`src/rtl/miner_job_dispatcher.sv`:
```
`default_nettype none
// ============================================================================
// Module   : miner_job_dispatcher
// Purpose  : Sweeps a nonce range through miner_core_CCU and reports the
//            first nonce whose digest is <= target, range end, or a timeout.
// Revision : 1.0
// ============================================================================
module miner_job_dispatcher #(
    parameter int TIMEOUT_CYCLES = 512,
    parameter int TW             = 10
) (
    input  logic         clk,
    input  logic         n_rst,
    input  logic         job_valid,
    output logic         job_ready,
    input  logic [31:0]  start_nonce,
    input  logic [31:0]  nonce_limit,
    input  logic [255:0] target,
    input  logic         abort,
    output logic         hash_enable,
    output logic [31:0]  nonce_out,
    input  logic         finished,
    input  logic [255:0] hash_in,
    output logic         result_valid,
    input  logic         result_ready,
    output logic         result_found,
    output logic         result_timeout,
    output logic [31:0]  result_nonce,
    output logic         busy
);

    typedef enum logic [2:0] {
        S_IDLE   = 3'd0,
        S_LAUNCH = 3'd1,
        S_WAIT   = 3'd2,
        S_CHECK  = 3'd3,
        S_REPORT = 3'd4
    } state_t;

    localparam logic [TW-1:0] TMO_LAST = TW'(TIMEOUT_CYCLES - 1);

    state_t         state_q;
    logic [31:0]    nonce_q;
    logic [31:0]    limit_q;
    logic [255:0]   target_q;
    logic [255:0]   hash_q;
    logic [TW-1:0]  tmo_q;
    logic           hash_enable_q;
    logic [31:0]    nonce_out_q;
    logic           busy_q;
    logic           result_valid_q;
    logic           result_found_q;
    logic           result_timeout_q;
    logic [31:0]    result_nonce_q;

    logic [31:0]    nonce_d;
    logic           hash_win_d;
    logic           range_end_d;
    logic           tmo_hit_d;

    assign nonce_d     = nonce_q + 32'd1;
    assign hash_win_d  = (hash_q <= target_q);
    assign range_end_d = (nonce_q == limit_q);
    assign tmo_hit_d   = (tmo_q == TMO_LAST);

    always_ff @(posedge clk) begin
        if (!n_rst) begin
            state_q          <= S_IDLE;
            nonce_q          <= '0;
            limit_q          <= '0;
            target_q         <= '0;
            hash_q           <= '0;
            tmo_q            <= '0;
            hash_enable_q    <= 1'b0;
            nonce_out_q      <= '0;
            busy_q           <= 1'b0;
            result_valid_q   <= 1'b0;
            result_found_q   <= 1'b0;
            result_timeout_q <= 1'b0;
            result_nonce_q   <= '0;
        end else begin
            // hash_enable is a single-cycle pulse raised only on entry to LAUNCH
            hash_enable_q <= 1'b0;
            case (state_q)
                S_IDLE: begin
                    if (job_valid) begin
                        nonce_q       <= start_nonce;
                        limit_q       <= nonce_limit;
                        target_q      <= target;
                        nonce_out_q   <= start_nonce;
                        hash_enable_q <= 1'b1;
                        busy_q        <= 1'b1;
                        state_q       <= S_LAUNCH;
                    end
                end
                S_LAUNCH: begin
                    tmo_q <= '0;
                    if (abort) begin
                        busy_q  <= 1'b0;
                        state_q <= S_IDLE;
                    end else begin
                        state_q <= S_WAIT;
                    end
                end
                S_WAIT: begin
                    tmo_q <= tmo_q + TW'(1);
                    if (abort) begin
                        busy_q  <= 1'b0;
                        state_q <= S_IDLE;
                    end else if (finished) begin
                        hash_q  <= hash_in;
                        state_q <= S_CHECK;
                    end else if (tmo_hit_d) begin
                        result_valid_q   <= 1'b1;
                        result_found_q   <= 1'b0;
                        result_timeout_q <= 1'b1;
                        result_nonce_q   <= nonce_q;
                        state_q          <= S_REPORT;
                    end
                end
                S_CHECK: begin
                    if (abort) begin
                        busy_q  <= 1'b0;
                        state_q <= S_IDLE;
                    end else if (hash_win_d || range_end_d) begin
                        result_valid_q   <= 1'b1;
                        result_found_q   <= hash_win_d;
                        result_timeout_q <= 1'b0;
                        result_nonce_q   <= nonce_q;
                        state_q          <= S_REPORT;
                    end else begin
                        // 32-bit add wraps naturally for ranges crossing 0xFFFFFFFF
                        nonce_q       <= nonce_d;
                        nonce_out_q   <= nonce_d;
                        hash_enable_q <= 1'b1;
                        state_q       <= S_LAUNCH;
                    end
                end
                S_REPORT: begin
                    if (result_ready) begin
                        result_valid_q <= 1'b0;
                        busy_q         <= 1'b0;
                        state_q        <= S_IDLE;
                    end
                end
                default: begin
                    busy_q  <= 1'b0;
                    state_q <= S_IDLE;
                end
            endcase
        end
    end

    assign job_ready      = (state_q == S_IDLE);
    assign hash_enable    = hash_enable_q;
    assign nonce_out      = nonce_out_q;
    assign busy           = busy_q;
    assign result_valid   = result_valid_q;
    assign result_found   = result_found_q;
    assign result_timeout = result_timeout_q;
    assign result_nonce   = result_nonce_q;

endmodule
`default_nettype wire

```
`config.mk`:
```
export PLATFORM = sky130hd
export DESIGN_NAME = miner_job_dispatcher
export DESIGN_NICKNAME = d
export VERILOG_FILES = /design/src/rtl/miner_job_dispatcher.sv
export SDC_FILE = /design/constraint.sdc
export NUM_CORES = 2
export LEC_CHECK = 0
export ABC_AREA = 1
export BUFFER_PORTS_ARGS = -buffer_cell sky130_fd_sc_hd__buf_2
export CAP_MARGIN = 20
export CORE_AREA = 5 5 309 251
export CTS_CLUSTER_SIZE = 16
export DETAILED_ROUTE_END_ITERATION = 6
export DIE_AREA = 0 0 314 256
export PLACE_DENSITY = 0.62
export SLEW_MARGIN = 20
export SYNTH_ARGS = -nofsm -noshare
export SYNTH_HDL_FRONTEND = slang
export SYNTH_SLANG_ARGS = --single-unit
```
`constraint.sdc`:
```
create_clock -name clk -period 2.6 [get_ports clk]
set_clock_uncertainty 0.1 [all_clocks]
set_input_delay 0.26 -clock clk [delete_from_list [all_inputs] [get_ports clk]]
set_output_delay 0.26 -clock clk [all_outputs]
set_load 0.02 [all_outputs]
```
==> impl_summary.txt <==
----------------------------------------------------
[Logic synthesis]
  Synthesized netlist cell count ... ~3900
  Share of synthesized cell area in full adder, half adder and majority cells ... approximately 11%
  Simple-gate portion of the synthesized area ... 18.18%
  Largest family of logic cells by synthesized area ... compound AO/OA/AOI/OAI gates
  Post-synthesis area per instance ... 7.535 um2
  Cell area after synthesis ... around 29000 um2
  Share of the synthesized netlist area taken by xor and xnor gates ... 1.493%
  Synth area leaders ... dfxtp_1 43%, ha_1 11%, o21ai_0 9.8%
  Biggest area consumer among synthesized cells ... dfxtp_1
  Async SR Flop Fraction ... 0%
  Yosys warning total ... 0
  Yosys top cell area share ... 42.72%
  Compound-gate portion of the synthesized area ... 18.75%
  Most used flip-flop cell after synthesis ... dfxtp_1
  Post-synth cell types ... 44
  Flop and latch count out of synthesis ... roughly 630
  Register area share after synthesis ... 42.72%
  Synthesized netlist net count ... about 4700
  Share of cell area taken by muxes after synthesis ... 0.1024%
  Post-synth EDFFs ... 0

[Floorplan]
  Site row count ... 90
  Die Y-Extent ... roughly 260 um
  Die width ... 314 um
  Core box area ... 74320 um2
  Die Footprint ... about 80000 um2
  Initial standard-cell utilization of the core ... 39.47%
  Boundary Pins ... 652

[Clocking]
  CTS sink cnt ... approximately 630
  # H-tree levels ... 3
  Worst-case clock buffer depth ... 3
  Total CTS buffers ... a little under 70
  Clk root buf ... clkbuf_16
  Clock latency of the later-clocked register in the worst-skew pair ... 620 ps
  CTS tree ... yes
  Clk slew on worst S/H paths ... ~60 ps

[Layout]
  Number of nets in the final layout ... 6097
  Fill count ... 6229
  Layout area overhead ... 52.19%
  Filler-free cell count of the finished design ... 6293
  Most used cells in the layout excluding fill and tap cells ... 668 x nor2_1, 650 x buf_2, 618 x dfxtp_1, 585 x dlygate4sd3_1, 572 x o21ai_0
  Share of final-layout standard cells stronger than drive strength 1 ... 23.00%
  Most common cell after layout, fill and taps aside ... nor2_1
  Final cell utilization of the core ... 60.07%

[Worst setup path]
  Capture point of the worst reg-to-reg path ... result_nonce[30]
  Crit path required time ... 3010 ps
  R2R Setup Slk ... -330 ps
  Critical Path Sink Type ... flip-flop
  Largest fanout on the critical path ... 8
  Cell family with the largest share of critical-path delay ... simple AND/OR/NAND/NOR gates
  CP peak stage delay ... approximately 330 ps
  Arrival time reported for the critical path endpoint ... 3350 ps
  Critical path startpoint category ... flip-flop
  Reg-to-reg startpoint ... target_q[88]
  Buffers and inverters on the worst path ... 5
  Worst path cell trace ... inv_2 > ha_4 > inv_2 > nor3_2 > nand4_1 > nor3_2 > nand4_1 > nor2_2 > nand2_1 > nand2_2 > nand2_4 > nand2_8 > buf_12 > nand4_4 > nand2_8 > clkinv_8 > clkbuf_16 > nor2_1 > nor2_1
  Worst R2R Path Depth ... 19
  Slowest CP cell ... dfxtp_2
  Type of the worst setup path ... flip-flop to flip-flop

[Run status]
  Violated checks ... negative setup slack
  Run status ... finished, violations left

[Timing]
  Max-slew violation count ... 0
  Final worst path period share ... 112.9%
  Slew HR ... 60.04%
  Final worst path period need ... 2935 ps
  RSZ-0062 raised after global routing ... true
  Pin slew with the least headroom to its limit ... ~600 ps
  Highest clock frequency the design can meet ... roughly 340 MHz
  Setup slack after layout ... -334.7 ps
  Number of setup violations in the final report ... 70
  Count of endpoints failing hold in the final timing report ... 0

[Routing]
  Remaining antenna violation count after routing ... 0
  Number of iterations in the first detailed-routing pass ... 6
  WL per Instance ... 17.25 um
  1st-iter DRT viols ... 2196
  Drt drc ... 0
  Detailed-route vias per instance ... 5.038
  Vias post-DR ... 31710
  Total Routed Length ... between 100000 and 150000 um

[Placed design]
  Count of buffers from port buffering ... 651
  RePlAce Congestion ... between 0.8 and 0.9
  Dpl hpwl ... roughly 69000 um
  Placed Cells incl. Taps ... 5552

[Pwr]
  Switching power ... 7832 uW
  Power share of the combinational group ... 22.0%
  Worst IR Drop VDD ... 409.0 uV
  Power density of the placed cells ... 611.0 nW/um2
  Sw frac ... 28.71%
  Part of the total power dissipated in the clock network ... 39.0%
  Fraction of power consumed by sequential logic ... 39.1%
  Pwr Total ... ~27000 uW
  Leakage power total ... 0.02099 uW
  Internal power contribution ... 19450 uW

[GRT]
  Number of global-route vias before repair ... 31850
  Overflow after GRT ... 0
  Number of antenna violations at the first check in global routing ... 18
  Largest net degree at the start of global routing ... ~150
  Total routing usage reported by global routing ... 25.40%
  First-pass GRT wire length ... 167300 um

[Min path]
  Classification of the worst-slack hold path ... input port to flip-flop
  Worst hold endpoint ... nonce_out[0]
  Hold Crit Depth ... 6
  Launch instance of the worst min-delay path ... start_nonce[0]

[Flow run]
  Count of max-cap constraint violations ... 0

----------------------------------------------------
-- synth_stat cells (19+ instances only) --
cell / n
clkbuf_1: 205
nand4_1: 37
nand3_1: 64
nor2_1: 723
inv_1: 358
nor3_1: 19
ha_1: 258
o21ai_0: 577
nand2_1: 410
xor2_1: 49
dfxtp_1: 626
o21bai_1: 34
a21oi_1: 430
-- worst reg2reg max path, stage by stage (launching register included) --
cell and delay, ps:
dfxtp_2 330, inv_2 50, ha_4 260, inv_2 30, nor3_2 160, nand4_1 170, nor3_2 190, nand4_1 210
nor2_2 190, nand2_1 80, nand2_2 90, nand2_4 60, nand2_8 90, buf_12 100, nand4_4 100, nand2_8 160
clkinv_8 100, clkbuf_16 190, nor2_1 100, nor2_1 60
-- kinds of logic after synthesis --
family,count (synthesis)
flops,626
simple gates,1303
compound gates,1070
xor+xnor,50
mux,3
buf+inv,583
fa+ha+maj,258
-- sequential cells by signal, summed over array words and instances, names as in the netlist, 3 cells and up --
signal	count
result_nonce	32
hash_q	256
tmo_q	10
state_q	3
nonce_out	32
limit_q	32
target_q	256
-- per-layer routing --
layer / global-route usage, % / vias to the layer above / wire length (um)
met5: 0 / - / 27
met4: 15.47 / 4 / 7615
met3: 4.776 / 478 / 6237
met2: 41.38 / 1219 / 49580
met1: 31.18 / 14460 / 45070
li1: - / 15540 / -
-- worst max-delay path by stage --
stage,to,startpoint,depth (start not counted)
global route,result_nonce[23],target_q[90],19
detailed placement,nonce_out[24],target_q[255],19
finish,result_nonce[30],target_q[88],19
floorplan,nonce_out[28],nonce_out[0],14
global placement,nonce_out[24],target_q[255],19
CTS,result_nonce[25],target_q[185],18
-- stage by stage --
stage          area, um2  setup slack, ps  hold slack (ps)  TNS [ps]
3_3_place_gp       35200           -560.4            343.8    -33790
4_1_cts            43960           -283.7            8.701    -16980
5_1_grt            44630           -469.3            108.0    -28030
2_1_floorplan      29330            271.3            294.9         0
6_report           44650           -334.7            75.50    -16760
3_5_place_dp       35200           -658.9            350.4    -40840
-- area by class of cell --
class	count	area [um2]	share of cell area, %
Antenna cell	18	45.04	0.1009
Clock buffer	96	1999	4.478
Clock inverter	27	446.7	1.001
Inverter	363	1383	3.097
Multi-Input combinational cell	2684	15340	34.36
Sequential cell	626	12540	28.09
Tap cell	966	1209	2.707
Timing Repair Buffer	1513	11680	26.16
-- power by group through the flow --
| stage | Clock [uW] | Combinational [uW] | Sequential [uW] |
|---|---|---|---|
| floorplan | 0 | 2600 | 10900 |
| global placement | 0 | 4720 | 10800 |
| detailed placement | 0 | 4770 | 10800 |
| CTS | 10800 | 5690 | 10600 |
| global route | 11200 | 6600 | 10700 |
| finish | 10600 | 5990 | 10700 |
-- timing repair --
item	4_1_cts	5_1_grt
endpoints found under the hold margin	578	0
gates resized for setup	80	119
hold buffers	585	0
setup buffers	6	7
gates cloned	4	4
pin swaps	28	29
setup endpoints to repair	70	71
Note: power is estimated with default switching activity, not from simulation.
